$ cat config.mk
export PLATFORM = sky130hd
export DESIGN_NAME = mem_arbiter_flat
export DESIGN_NICKNAME = d
export VERILOG_FILES = /design/src/rtl/mem_arbiter_if.sv /design/src/rtl/mem_arbiter.sv /design/src/flat_wrapper.sv
export SDC_FILE = /design/constraint.sdc
export NUM_CORES = 1
export LEC_CHECK = 0
export CORE_ASPECT_RATIO = 0.7
export CORE_MARGIN = 8
export CORE_UTILIZATION = 49
export CTS_BUF_LIST = sky130_fd_sc_hd__clkbuf_8
export DETAILED_ROUTE_END_ITERATION = 10
export PLACE_DENSITY = 0.87
export SLEW_MARGIN = 25
export SYNTH_ARGS = -nofsm -noshare
export SYNTH_HDL_FRONTEND = slang
export SYNTH_SLANG_ARGS = --single-unit
$ cat constraint.sdc
create_clock -name clk -period 2.8 [get_ports clk]
set_input_delay 0.84 -clock clk [delete_from_list [all_inputs] [get_ports clk]]
set_output_delay 0.84 -clock clk [all_outputs]
set_load 0.01 [all_outputs]
$ cat src/rtl/mem_arbiter_if.sv
// Bus bundle between the CPU port, loader port, the arbiter and the board RAM.
// The arbiter uses the slave modport; requesters and the RAM sit on the master side.
interface mem_arbiter_if #(
  parameter int AW = 8,
  parameter int DW = 8
);
  logic          cpu_req;
  logic          cpu_we;
  logic [AW-1:0] cpu_addr;
  logic [DW-1:0] cpu_wdata;
  logic          cpu_ack;
  logic [DW-1:0] cpu_rdata;

  logic          ldr_req;
  logic          ldr_we;
  logic [AW-1:0] ldr_addr;
  logic [DW-1:0] ldr_wdata;
  logic          ldr_ack;
  logic [DW-1:0] ldr_rdata;

  logic [AW-1:0] ram_addr;
  logic          ram_we;
  logic [DW-1:0] ram_wdata;
  logic [DW-1:0] ram_rdata;

  logic [1:0]    grant;
  logic          busy;

  modport slave (
    input  cpu_req, cpu_we, cpu_addr, cpu_wdata,
    input  ldr_req, ldr_we, ldr_addr, ldr_wdata,
    input  ram_rdata,
    output cpu_ack, cpu_rdata, ldr_ack, ldr_rdata,
    output ram_addr, ram_we, ram_wdata, grant, busy
  );

  modport master (
    output cpu_req, cpu_we, cpu_addr, cpu_wdata,
    output ldr_req, ldr_we, ldr_addr, ldr_wdata,
    output ram_rdata,
    input  cpu_ack, cpu_rdata, ldr_ack, ldr_rdata,
    input  ram_addr, ram_we, ram_wdata, grant, busy
  );
endinterface

$ cat src/rtl/mem_arbiter.sv
// Single-port RAM arbiter between the CPU and the loader/debug port: IDLE/ACCESS/DONE
// sequencer with loader priority and a streak limit that guarantees the CPU a slot.
module mem_arbiter #(
  parameter int AW      = 8,
  parameter int DW      = 8,
  parameter int LDR_MAX = 4
) (
  input  logic         clk,
  input  logic         reset,
  mem_arbiter_if.slave bus
);

  localparam int SW = $clog2(LDR_MAX + 1);
  localparam logic [SW-1:0] STREAK_MAX = SW'(LDR_MAX);

  typedef enum logic [1:0] {IDLE, ACCESS, DONE} state_t;

  state_t        state, next_state;
  logic [SW-1:0] streak, streak_next;
  logic          pick_cpu, pick_ldr;
  logic          sel_we;
  logic [AW-1:0] sel_addr;
  logic [DW-1:0] sel_wdata;
  logic          op_we;
  logic [1:0]    grant_q;
  logic [DW-1:0] cpu_rdata_q, ldr_rdata_q;
  logic          cpu_done, ldr_done;

  always_ff @(posedge clk or negedge reset) begin
    if (!reset) state <= IDLE;
    else        state <= next_state;
  end

  // Arbitration only happens in IDLE, so a held request can never be served twice in a row
  always_comb begin
    next_state  = state;
    pick_cpu    = 1'b0;
    pick_ldr    = 1'b0;
    streak_next = streak;
    sel_we      = 1'b0;
    sel_addr    = bus.cpu_addr;
    sel_wdata   = bus.cpu_wdata;
    unique case (state)
      IDLE: begin
        if (bus.ldr_req && !(bus.cpu_req && streak == STREAK_MAX)) pick_ldr = 1'b1;
        else if (bus.cpu_req)                                        pick_cpu = 1'b1;
        if (pick_cpu || !bus.cpu_req)                     streak_next = '0;
        else if (pick_ldr && streak != STREAK_MAX)        streak_next = streak + 1'b1;
        if (pick_ldr) begin
          sel_we    = bus.ldr_we;
          sel_addr  = bus.ldr_addr;
          sel_wdata = bus.ldr_wdata;
        end else if (pick_cpu) begin
          sel_we    = bus.cpu_we;
        end
        if (pick_cpu || pick_ldr) next_state = ACCESS;
      end
      ACCESS:  next_state = DONE;
      DONE:    next_state = IDLE;
      default: next_state = IDLE;
    endcase
  end

  always_ff @(posedge clk or negedge reset) begin
    if (!reset) begin
      bus.ram_addr  <= '0;
      bus.ram_we    <= 1'b0;
      bus.ram_wdata <= '0;
      op_we         <= 1'b0;
      grant_q       <= 2'b00;
      streak        <= '0;
      cpu_rdata_q   <= '0;
      ldr_rdata_q   <= '0;
    end else begin
      streak     <= streak_next;
      bus.ram_we <= 1'b0;
      case (state)
        IDLE: begin
          if (pick_cpu || pick_ldr) begin
            bus.ram_addr  <= sel_addr;
            bus.ram_wdata <= sel_wdata;
            bus.ram_we    <= sel_we;
            op_we         <= sel_we;
            grant_q       <= {pick_ldr, pick_cpu};
          end
        end
        DONE: begin
          grant_q <= 2'b00;
          if (cpu_done) cpu_rdata_q <= bus.ram_rdata;
          if (ldr_done) ldr_rdata_q <= bus.ram_rdata;
        end
        default: ;
      endcase
    end
  end

  // Read data is passed through during DONE so the owner sees it together with its ack
  assign cpu_done      = (state == DONE) && grant_q[0] && !op_we;
  assign ldr_done      = (state == DONE) && grant_q[1] && !op_we;
  assign bus.cpu_ack   = (state == DONE) && grant_q[0];
  assign bus.ldr_ack   = (state == DONE) && grant_q[1];
  assign bus.cpu_rdata = cpu_done ? bus.ram_rdata : cpu_rdata_q;
  assign bus.ldr_rdata = ldr_done ? bus.ram_rdata : ldr_rdata_q;
  assign bus.grant     = grant_q;
  assign bus.busy      = (state != IDLE);

endmodule

$ cat src/flat_wrapper.sv
// flat-port wrapper written by rule: the top's interface ports become plain ports
module mem_arbiter_flat 
#(
  parameter int AW      = 8,
  parameter int DW      = 8,
  parameter int LDR_MAX = 4
)
  (clk, reset, bus_cpu_req, bus_cpu_we, bus_cpu_addr, bus_cpu_wdata, bus_ldr_req, bus_ldr_we, bus_ldr_addr, bus_ldr_wdata, bus_ram_rdata, bus_cpu_ack, bus_cpu_rdata, bus_ldr_ack, bus_ldr_rdata, bus_ram_addr, bus_ram_we, bus_ram_wdata, bus_grant, bus_busy);
  mem_arbiter_if #(.AW(AW), .DW(DW)) bus_i ();
  input  logic clk;
  input  logic reset;
  input wire logic [$bits(bus_i.cpu_req)-1:0] bus_cpu_req;
  input wire logic [$bits(bus_i.cpu_we)-1:0] bus_cpu_we;
  input wire logic [$bits(bus_i.cpu_addr)-1:0] bus_cpu_addr;
  input wire logic [$bits(bus_i.cpu_wdata)-1:0] bus_cpu_wdata;
  input wire logic [$bits(bus_i.ldr_req)-1:0] bus_ldr_req;
  input wire logic [$bits(bus_i.ldr_we)-1:0] bus_ldr_we;
  input wire logic [$bits(bus_i.ldr_addr)-1:0] bus_ldr_addr;
  input wire logic [$bits(bus_i.ldr_wdata)-1:0] bus_ldr_wdata;
  input wire logic [$bits(bus_i.ram_rdata)-1:0] bus_ram_rdata;
  output wire logic [$bits(bus_i.cpu_ack)-1:0] bus_cpu_ack;
  output wire logic [$bits(bus_i.cpu_rdata)-1:0] bus_cpu_rdata;
  output wire logic [$bits(bus_i.ldr_ack)-1:0] bus_ldr_ack;
  output wire logic [$bits(bus_i.ldr_rdata)-1:0] bus_ldr_rdata;
  output wire logic [$bits(bus_i.ram_addr)-1:0] bus_ram_addr;
  output wire logic [$bits(bus_i.ram_we)-1:0] bus_ram_we;
  output wire logic [$bits(bus_i.ram_wdata)-1:0] bus_ram_wdata;
  output wire logic [$bits(bus_i.grant)-1:0] bus_grant;
  output wire logic [$bits(bus_i.busy)-1:0] bus_busy;
  assign bus_i.cpu_req = bus_cpu_req;
  assign bus_i.cpu_we = bus_cpu_we;
  assign bus_i.cpu_addr = bus_cpu_addr;
  assign bus_i.cpu_wdata = bus_cpu_wdata;
  assign bus_i.ldr_req = bus_ldr_req;
  assign bus_i.ldr_we = bus_ldr_we;
  assign bus_i.ldr_addr = bus_ldr_addr;
  assign bus_i.ldr_wdata = bus_ldr_wdata;
  assign bus_i.ram_rdata = bus_ram_rdata;
  assign bus_cpu_ack = bus_i.cpu_ack;
  assign bus_cpu_rdata = bus_i.cpu_rdata;
  assign bus_ldr_ack = bus_i.ldr_ack;
  assign bus_ldr_rdata = bus_i.ldr_rdata;
  assign bus_ram_addr = bus_i.ram_addr;
  assign bus_ram_we = bus_i.ram_we;
  assign bus_ram_wdata = bus_i.ram_wdata;
  assign bus_grant = bus_i.grant;
  assign bus_busy = bus_i.busy;
  mem_arbiter #(.AW(AW), .DW(DW), .LDR_MAX(LDR_MAX)) u_core (.clk(clk), .reset(reset), .bus(bus_i));
endmodule
==> results of run 1 <==
[cells in the final DEF (no fill, tap or decap), types with 2 or more instances in the layout]
cell,netlist,final
clkdlybuf4s50_1,0,65
dfrtp_1,41,41
buf_4,1,25
inv_1,19,20
nand4_1,19,19
nand3_1,18,18
mux2_2,16,16
mux2_4,15,15
dlygate4sd2_1,0,13
o221ai_2,8,8
o221ai_1,8,8
o21ai_0,5,5
clkbuf_8,0,5
clkdlybuf4s15_1,0,4
nor2b_1,4,3
a21oi_1,3,3
nand2_1,3,3
buf_12,0,3
nor2b_4,1,2
and2_1,2,2
ha_1,2,2
clkinv_2,0,2
[layout make-up]
type	count	area, sq um	area share (%)
inverter	19	71.3	2.14
multi-input combinational	115	1030	30.9
timing repair buffer	111	1060	31.7
sequential	41	1030	30.7
tap	55	68.8	2.06
clock inverter	3	13.8	0.412
clock buffer	5	68.8	2.06
[power groups by stage]
stage	logic, mW	clock network, mW	registers, mW
2_1_floorplan	0.966	0	1.08
3_3_place_gp	1.74	0	1.03
3_5_place_dp	1.79	0	1.05
4_1_cts	1.74	0.381	1.03
5_1_grt	1.92	0.409	1.07
6_report	1.76	0.375	1.03
[cell families (layout without fill, tap and decap cells)]
logic type,Yosys count,in the layout,synth area share [%]
buffers and inverters,38,138,9.36
flip-flops,41,41,45.4
multiplexers,32,32,18.4
AND/OR/NAND/NOR,54,54,14.2
AO/OA/AOI/OAI,27,27,11.4
adder cells (fa/ha/maj),2,2,1.11
[path summary, 6_finish.rpt]
path	start	end	slack, ns	cells after the start
max in group asynchronous	reset	u_core.ldr_rdata_q[4]	1.84	2
worst min register to register	u_core.cpu_rdata_q[6]	u_core.cpu_rdata_q[6]	0.51	1
min in group asynchronous	reset	u_core.ldr_rdata_q[2]	0.59	2
worst max register to register	u_core.state[0]	u_core.bus.ram_addr[0]	1.10	5
worst min-delay path	u_core.cpu_rdata_q[6]	u_core.cpu_rdata_q[6]	0.51	1
worst max-delay path	u_core.state[0]	bus_ldr_rdata[7]	0.05	6
[flip-flops by register name, summed over array words and instances, names as in the netlist]
register,count
u_core.bus.grant,2
u_core.bus.ram_addr,8
u_core.bus.ram_wdata,8
u_core.bus.ram_we,1
u_core.cpu_rdata_q,8
u_core.ldr_rdata_q,8
u_core.op_we,1
u_core.state,2
u_core.streak,3
[per-layer routing]
layer / part of all wire [%] / global-route usage, % / wire, um / vias to the layer above
met1: 41 / 21.8 / 2620 / 913
li1: - / - / - / 906
met4: 2.8 / 7.81 / 176 / 0
met5: 0 / 0 / 0 / -
met2: 48 / 29.3 / 3050 / 72
met3: 8.1 / 5.87 / 519 / 15
[worst max-delay path: cells and delay by family (launching register included)]
kind | cells | cell delay [ns]
simple gates | 2 | 0.41
buf+inv | 3 | 0.52
mux | 1 | 0.30
flops | 1 | 0.39
[per-stage QoR]
step                instance area (sq um)  util, %
CTS                                  3270     74.6
global placement                     3160     72.1
floorplan                            2260        -
detailed placement                   3160     72.1
finish                               3340     76.2
global route                         3340     76.2
[timing repair]
action	CTS	global route
endpoints found under the setup margin	16	5
hold buffers	0	0
gates resized for setup	18	5
buffers inserted	6	7
==> run_results.csv, run 1 <==
group,metric,value,unit
status,run_status,"finished clean",
route,dr_total_vias,1906,
timing,max_freq,0.363,GHz
logic_synthesis,ys_async_sr_fraction,100,%
grt,grt_max_degree,42,
critical_path,critPathKind,"reg -> out",
timing,setup_tns,0,ns
critical_path,crit_required,1.96,ns
cells_and_area,n_fill_cell,314,
timing,worstMarginPinSlew,0.527,ns
place,gp_congestion,0.801,
route,drc,0,
grt,antenna_found_initial,0,
critical_path,critPathSlowestCell,"dfrtp_1",
critical_path,path_cells,"and3b_2, nor2b_4, buf_12, buf_4, mux2_4, clkdlybuf4s15_1",
clock_network,cts_tree,"done",
floorplan,rows,20,
clock_network,clock_sinks,41,
grt,grt_usage,18.1,%
timing,setup_viol,0,
timing,timing.final.ws_setup,0.0488,ns
critical_path,arrival,1.91,ns
timing,hold_viol_final,0,
logic_synthesis,synth-main-ff-cell,"dfrtp_1",
power,p_leak,1.48,nW
clock_network,htreeDepth,2,
timing,maxSlewHeadroom,64.8,%
floorplan,start_util,51.6,%
floorplan,die_area,7070,sq um
power,power_frac_comb,55.6,%
power,power_density,950,nW/um^2
cells_and_area,final_cells,349,
route,wirelength,6.37,mm
power,p_clk_share,11.8,%
critical_path,critPathMaxStageDelay,0.39,ns
clock_network,clock_path_buffers,2,
logic_synthesis,avgSynthCellArea,11.6,sq um
floorplan,die_w,97.1,um
grt,grt_pass1_wl,10.4,mm
place,place_ws,-0.150,ns
clock_network,numCtsBuffers,5,
place,port_buffers,83,
power,seq_power_share,32.6,%
route,vias_per_cell,5.46,
power,p_switching,1.13,mW
power,vdd_drop_max,0.579,mV
logic_synthesis,yosys_warnings,0,
floorplan,io_pins,84,
logic_synthesis,syn-num-nets,242,
logic_synthesis,ys_types,30,
critical_path,start_kind,"flop",
clock_network,insertion_delay,0.29,ns
floorplan,core,4380,sq um
cells_and_area,syn_to_final_growth,47.8,%
critical_path,endpoint_kind,"primary output",
logic_synthesis,seq_area_frac_synth,45.4,%
logic_synthesis,yosysTopAreaCell,"dfrtp_1",
logic_synthesis,ys_top_cells_by_count,"dfrtp_1, inv_1, nand4_1, nand3_1, mux2_2",
clock_network,clkTransAtPathRegs,0.08,ns
cells_and_area,nets,341,
power,intPower,2.04,mW
logic_synthesis,syn_area,2260,sq um
floorplan,die_y,72.8,um
critical_path,path_max_fanout,7,
logic_synthesis,yosys.area.top_type_share,45.4,%
power,total_power,3.17,mW
run,max_cap_violations,0,
min_path,holdCritPathClass,"reg -> reg",
route,ant_nets,0,
grt,grt-ovfl-total,0,
place,dp_hpwl,4.57,mm
place,dpl.cell_count,328,
route,first_pass_iters,4,
cells_and_area,drive_gt1_share,27.6,%
timing,fin_worst_skew,0.00682,ns
cells_and_area,diodes,0,
timing,maxSlewViolCount,0,
grt,grt_pass1_vias,2108,
logic_synthesis,ys_ff_latch,41,
timing,period_share,98.3,%
logic_synthesis,synth_area_leaders,"dfrtp_1, mux2_4, mux2_2",
timing,fin_crit,2.75,ns
power,swShare,35.7,%
route,wl_per_cell,18.2,um
logic_synthesis,synth-edff-count,0,
logic_synthesis,synth_cells,194,
timing,timing.hold.ws,0.509,ns
route,initialDrtViolationCount,98,
clock_network,root_buffer,"clkbuf_8",
logic_synthesis,yosysMostFrequentCell,"dfrtp_1",
Note: power is estimated with default switching activity, not from simulation.
==> inputs of run 2 (changes only) <==
==> constraint.sdc (replaced) <==
create_clock -name clk -period 3.3 [get_ports clk]
set_input_delay 0.99 -clock clk [delete_from_list [all_inputs] [get_ports clk]]
set_output_delay 0.99 -clock clk [all_outputs]
set_load 0.01 [all_outputs]
==> run_results.csv, run 2 (synthesis gave the netlist of run 1 again) <==
group,metric,value,unit
timing,max_freq,0.311,GHz
timing,maxSlewViolCount,0,
clock_network,clkTransAtPathRegs,0.07,ns
min_path,holdPathStages,1,
critical_path,critPathMaxStageDelay,0.49,ns
grt,grt_max_degree,42,
floorplan,die_w,97.1,um
critical_path,critPathKind,"in -> out",
timing,maxSlewHeadroom,39.1,%
power,p_leak,1.36,nW
floorplan,die_area,7070,sq um
timing,fin_worst_skew,0.00538,ns
critical_path,cpMostUsedCell,"clkdlybuf4s50_1",
clock_network,cts_tree,"done",
floorplan,rows,20,
clock_network,clock_path_buffers,2,
critical_path,path_max_fanout,4,
timing,worstMarginPinSlew,0.913,ns
critical_path,rr_worst_depth,5,
route,initialDrtViolationCount,120,
cells_and_area,diodes,0,
critical_path,endpoint_kind,"primary output",
grt,grt-ovfl-total,0,
clock_network,numCtsBuffers,5,
power,total_power,2.70,mW
critical_path,path_cells,"clkdlybuf4s50_1, mux2_4, clkdlybuf4s50_1",
grt,grt_pass1_wl,10.0,mm
clock_network,insertion_delay,0.28,ns
place,dp_hpwl,4.27,mm
power,swShare,34.5,%
status,run_status,"finished clean",
power,p_switching,0.932,mW
route,wl_per_cell,18.0,um
critical_path,arrival,2.23,ns
floorplan,core,4380,sq um
power,power_frac_comb,54.9,%
clock_network,hold_buffers,0,
grt,grt_pass1_vias,1879,
grt,grt_usage,17.5,%
power,intPower,1.77,mW
timing,period_share,97.5,%
cells_and_area,mostFrequentLayoutCells,"clkdlybuf4s50_1, dfrtp_1, inv_1",
clock_network,root_buffer,"clkbuf_8",
route,vias_per_cell,5.38,
floorplan,start_util,51.6,%
power,seq_power_share,33.1,%
place,port_buffers,83,
route,dr_total_vias,1780,
cells_and_area,final_cells,331,
route,wirelength,5.96,mm
route,first_pass_iters,4,
floorplan,io_pins,84,
cells_and_area,nets,324,
place,gp_congestion,0.762,
timing,setup_viol,0,
cells_and_area,final_common_cell,"clkdlybuf4s50_1",
floorplan,die_y,72.8,um
clock_network,htreeDepth,2,
timing,rsz0062_at_grt,"false",
timing,fin_crit,3.22,ns
critical_path,start_kind,"input port",
cells_and_area,drive_gt1_share,22.5,%
route,ant_nets,0,
grt,antenna_found_initial,0,
timing,hold_viol_final,0,
place,dpl.cell_count,320,
timing,setup_tns,0,ns
run,max_cap_violations,0,
clock_network,clock_sinks,41,
critical_path,crit_required,2.31,ns
power,p_clk_share,12.1,%
power,power_density,844,nW/um^2
critical_path,critPathSlowestCell,"clkdlybuf4s50_1",
min_path,holdCritPathClass,"reg -> reg",
route,drc,0,
cells_and_area,syn_to_final_growth,41.8,%
power,vdd_drop_max,0.501,mV
[run 2: changes by cell type in the layout (fill, tap and decap cells not counted), moves of 2 or more]
cell,previous run,this run
clkdlybuf4s50_1,65,82
buf_4,25,9
dlygate4sd2_1,13,0
clkdlybuf4s15_1,4,0
buf_12,3,1
clkinv_2,2,0
[run 2: power by group through the flow]
| stage | sequential [mW] | clock (mW) | combinational (mW) |
|---|---|---|---|
| 2_1_floorplan | 0.915 | 0 | 0.819 |
| 3_3_place_gp | 0.880 | 0 | 1.45 |
| 3_5_place_dp | 0.897 | 0 | 1.49 |
| 4_1_cts | 0.889 | 0.332 | 1.51 |
| 5_1_grt | 0.922 | 0.360 | 1.61 |
| 6_report | 0.893 | 0.326 | 1.48 |
[run 2: repair_timing]
| action | 4_1_cts | 5_1_grt |
|---|---|---|
| setup endpoints to repair | 5 | 8 |
| buffers inserted | 4 | 0 |
| gates resized for setup | 0 | 1 |
| cloned | 0 | 0 |
[run 2: routing by layer]
layer / vias up / part of all wire (%) / GRT usage (%) / routed length, um
li1: 866 / - / - / -
met1: 848 / 44 / 22.5 / 2640
met2: 64 / 47 / 27.8 / 2820
met3: 2 / 8.0 / 6.15 / 479
met4: 0 / 0.27 / 3.57 / 16
met5: - / 0 / 0 / 0
[run 2: final cells by class]
| type | instances | area (sq um) |
|---|---|---|
| clock buffers | 6 | 82.6 |
| clock inverters | 1 | 3.75 |
| fillers | 321 | 1180 |
| inverters | 19 | 71.3 |
| multi-input cells | 115 | 1030 |
| flip-flops and latches | 41 | 1030 |
| well taps | 55 | 68.8 |
| repair buffers | 94 | 925 |
[run 2: final timing paths]
| kind | slack (ns) | from | end |
|---|---|---|---|
| setup / recovery | 0.08 | bus_ram_rdata[5] | bus_cpu_rdata[5] |
| hold / removal | 0.51 | u_core.cpu_rdata_q[6] | u_core.cpu_rdata_q[6] |
| setup reg to reg | 1.38 | u_core.streak[0] | u_core.bus.ram_wdata[7] |
| hold reg to reg | 0.51 | u_core.cpu_rdata_q[6] | u_core.cpu_rdata_q[6] |
| max in group asynchronous | 1.89 | reset | u_core.bus.ram_wdata[4] |
| min in group asynchronous | 0.83 | reset | u_core.ldr_rdata_q[2] |
[run 2: critical path, delay by kind of cell]
family | cells | cell delay (ns)
buf+inv | 2 | 0.95
mux | 1 | 0.29
[run 2: per-stage QoR]
step                      instance area (sq um)  hold WS, ns  setup slack, ns  utilization, %
after global routing                       3200        0.537           0.0225            73.1
after detailed placement                   3070        0.496           0.0780            70.1
after global placement                     3070        0.487            0.102            70.1
after floorplan                            2260        0.472            0.842               -
final                                      3200        0.510           0.0825            73.1
after CTS                                  3200        0.513           0.0609            73.1
==> inputs of run 3 (changes only) <==
==> constraint.sdc (replaced) <==
create_clock -name clk -period 3.3 [get_ports clk]
set_input_delay 0.66 -clock clk [delete_from_list [all_inputs] [get_ports clk]]
set_output_delay 0.66 -clock clk [all_outputs]
set_load 0.01 [all_outputs]
==> run_results.csv, run 3 (synthesis gave the netlist of run 1 again) <==
group,metric,value,unit
critical_path,path_delay_family,"simple AND/OR/NAND/NOR gates",
route,wirelength,5.77,mm
cells_and_area,final_common_cell,"clkdlybuf4s50_1",
clock_network,hold_buffers,0,
clock_network,cts_resized,0,
place,gp_congestion,0.726,
cells_and_area,mostFrequentLayoutCells,"clkdlybuf4s50_1, dfrtp_1, inv_1, nand4_1, nand3_1",
floorplan,io_pins,84,
cells_and_area,syn_to_final_growth,40.1,%
cells_and_area,diodes,0,
clock_network,numCtsBuffers,5,
power,swShare,34.6,%
clock_network,clkTransAtPathRegs,0.07,ns
place,dp_hpwl,4.30,mm
timing,max_freq,0.339,GHz
place,dpl_cell_area,3060,sq um
floorplan,die_w,97.1,um
run,max_cap_violations,0,
cells_and_area,drive_gt1_share,21.4,%
clock_network,post_cts_buffers,0,
grt,use_met1,20.9,%
grt,grt-ovfl-total,0,
power,p_leak,1.33,nW
critical_path,critPathKind,"reg -> out",
timing,fin_crit,2.95,ns
timing,worstMarginPinSlew,0.815,ns
power,p_clk_share,11.4,%
grt,grt_usage,16.6,%
grt,grt_max_degree,42,
timing,maxSlewViolCount,0,
power,power_density,839,nW/um^2
floorplan,die_y,72.8,um
min_path,holdCritPathClass,"in -> async",
grt,grt_pass1_wl,9.48,mm
critical_path,path_cells,"and3b_1, nor2b_4, mux2_2, clkdlybuf4s50_1",
critical_path,path_buf_inv,1,
route,vias_per_cell,5.51,
timing,hold_viol_final,0,
grt,grt_use_met3,6.15,%
route,wl_per_cell,17.7,um
floorplan,start_util,51.6,%
grt,met2_usage,26.3,%
status,run_status,"finished clean",
critical_path,endpoint_kind,"primary output",
floorplan,core,4380,sq um
floorplan,rows,20,
place,port_buffers,83,
critical_path,critPathSlowestCell,"clkdlybuf4s50_1",
critical_path,start_kind,"flop",
timing,setup_tns,0,ns
route,dr_total_vias,1796,
critical_path,path_max_fanout,16,
clock_network,clock_path_buffers,2,
power,seq_power_share,33.3,%
timing,fin_worst_skew,0.00371,ns
timing,rsz0062_at_grt,"false",
cells_and_area,nets,320,
clock_network,root_buffer,"clkbuf_8",
power,vdd_drop_max,0.580,mV
timing,setup_viol,0,
clock_network,clock_sinks,41,
power,power_frac_comb,55.3,%
timing,period_share,89.3,%
grt,antenna_found_initial,0,
route,initialDrtViolationCount,55,
clock_network,cts_tree,"done",
floorplan,die_area,7070,sq um
clock_network,insertion_delay,0.29,ns
critical_path,arrival,2.29,ns
critical_path,critPathMaxStageDelay,0.48,ns
route,ant_nets,0,
route,first_pass_iters,4,
grt,top_usage_layer,"met2",
power,p_switching,0.920,mW
route,drc,0,
critical_path,crit_required,2.64,ns
power,intPower,1.74,mW
timing,maxSlewHeadroom,45.7,%
cells_and_area,final_cell_area,3160,sq um
clock_network,htreeDepth,2,
grt,grt_pass1_vias,1862,
run 3: final timing paths:
path,from,endpoint,slack (ns),depth (start not counted)
max,u_core.state[0],bus_cpu_rdata[6],0.35,4
min,reset,u_core.ldr_rdata_q[2],0.36,1
max reg2reg,u_core.streak[0],u_core.bus.ram_addr[0],1.41,5
min reg2reg,u_core.streak[2],u_core.streak[2],0.51,1
max in group asynchronous,reset,u_core.bus.ram_wdata[6],2.45,2
min in group clk,u_core.streak[2],u_core.streak[2],0.51,1
run 3: layout make-up:
| class | count | area [sq um] |
|---|---|---|
| sequential | 41 | 1030 |
| inverter | 19 | 71.3 |
| timing repair buffer | 90 | 898 |
| tap | 55 | 68.8 |
| clock buffer | 5 | 68.8 |
| multi-input combinational | 115 | 1030 |
| clock inverter | 1 | 5.00 |
| fill | 313 | 1210 |
run 3: worst register-to-register path, cell delays in order, from the launching register on:
cell	delay, ns
dfrtp_1	0.41
inv_1	0.07
ha_1	0.23
nand3_1	0.10
and2_1	0.67
o221ai_1	0.25
run 3: power groups by stage:
stage / Clock (mW) / Combinational (mW) / Sequential (mW)
final: 0.303 / 1.47 / 0.884
after global routing: 0.325 / 1.60 / 0.918
after CTS: 0.309 / 1.49 / 0.883
after detailed placement: 0 / 1.49 / 0.892
after global placement: 0 / 1.45 / 0.878
after floorplan: 0 / 0.819 / 0.915
run 3: per-layer routing:
metal | share of wire (%) | vias up
li1 | - | 862
met1 | 46 | 865
met2 | 46 | 62
met3 | 7.7 | 7
met4 | 0.73 | 0
met5 | 0 | -
run 3: per-stage QoR:
stage / util, % / hold WS, ns / setup slack [ns] / std cells / power, mW
after detailed placement: 69.9 / 0.492 / 0.651 / 319 / 2.38
after global routing: 72.3 / 0.393 / 0.237 / 326 / 2.84
final: 72.3 / 0.361 / 0.354 / 326 / 2.66
after CTS: 71.6 / 0.509 / 0.330 / 325 / 2.68
after global placement: 69.9 / 0.489 / 0.683 / 319 / 2.33
after floorplan: - / 0.364 / 1.17 / 194 / 1.73
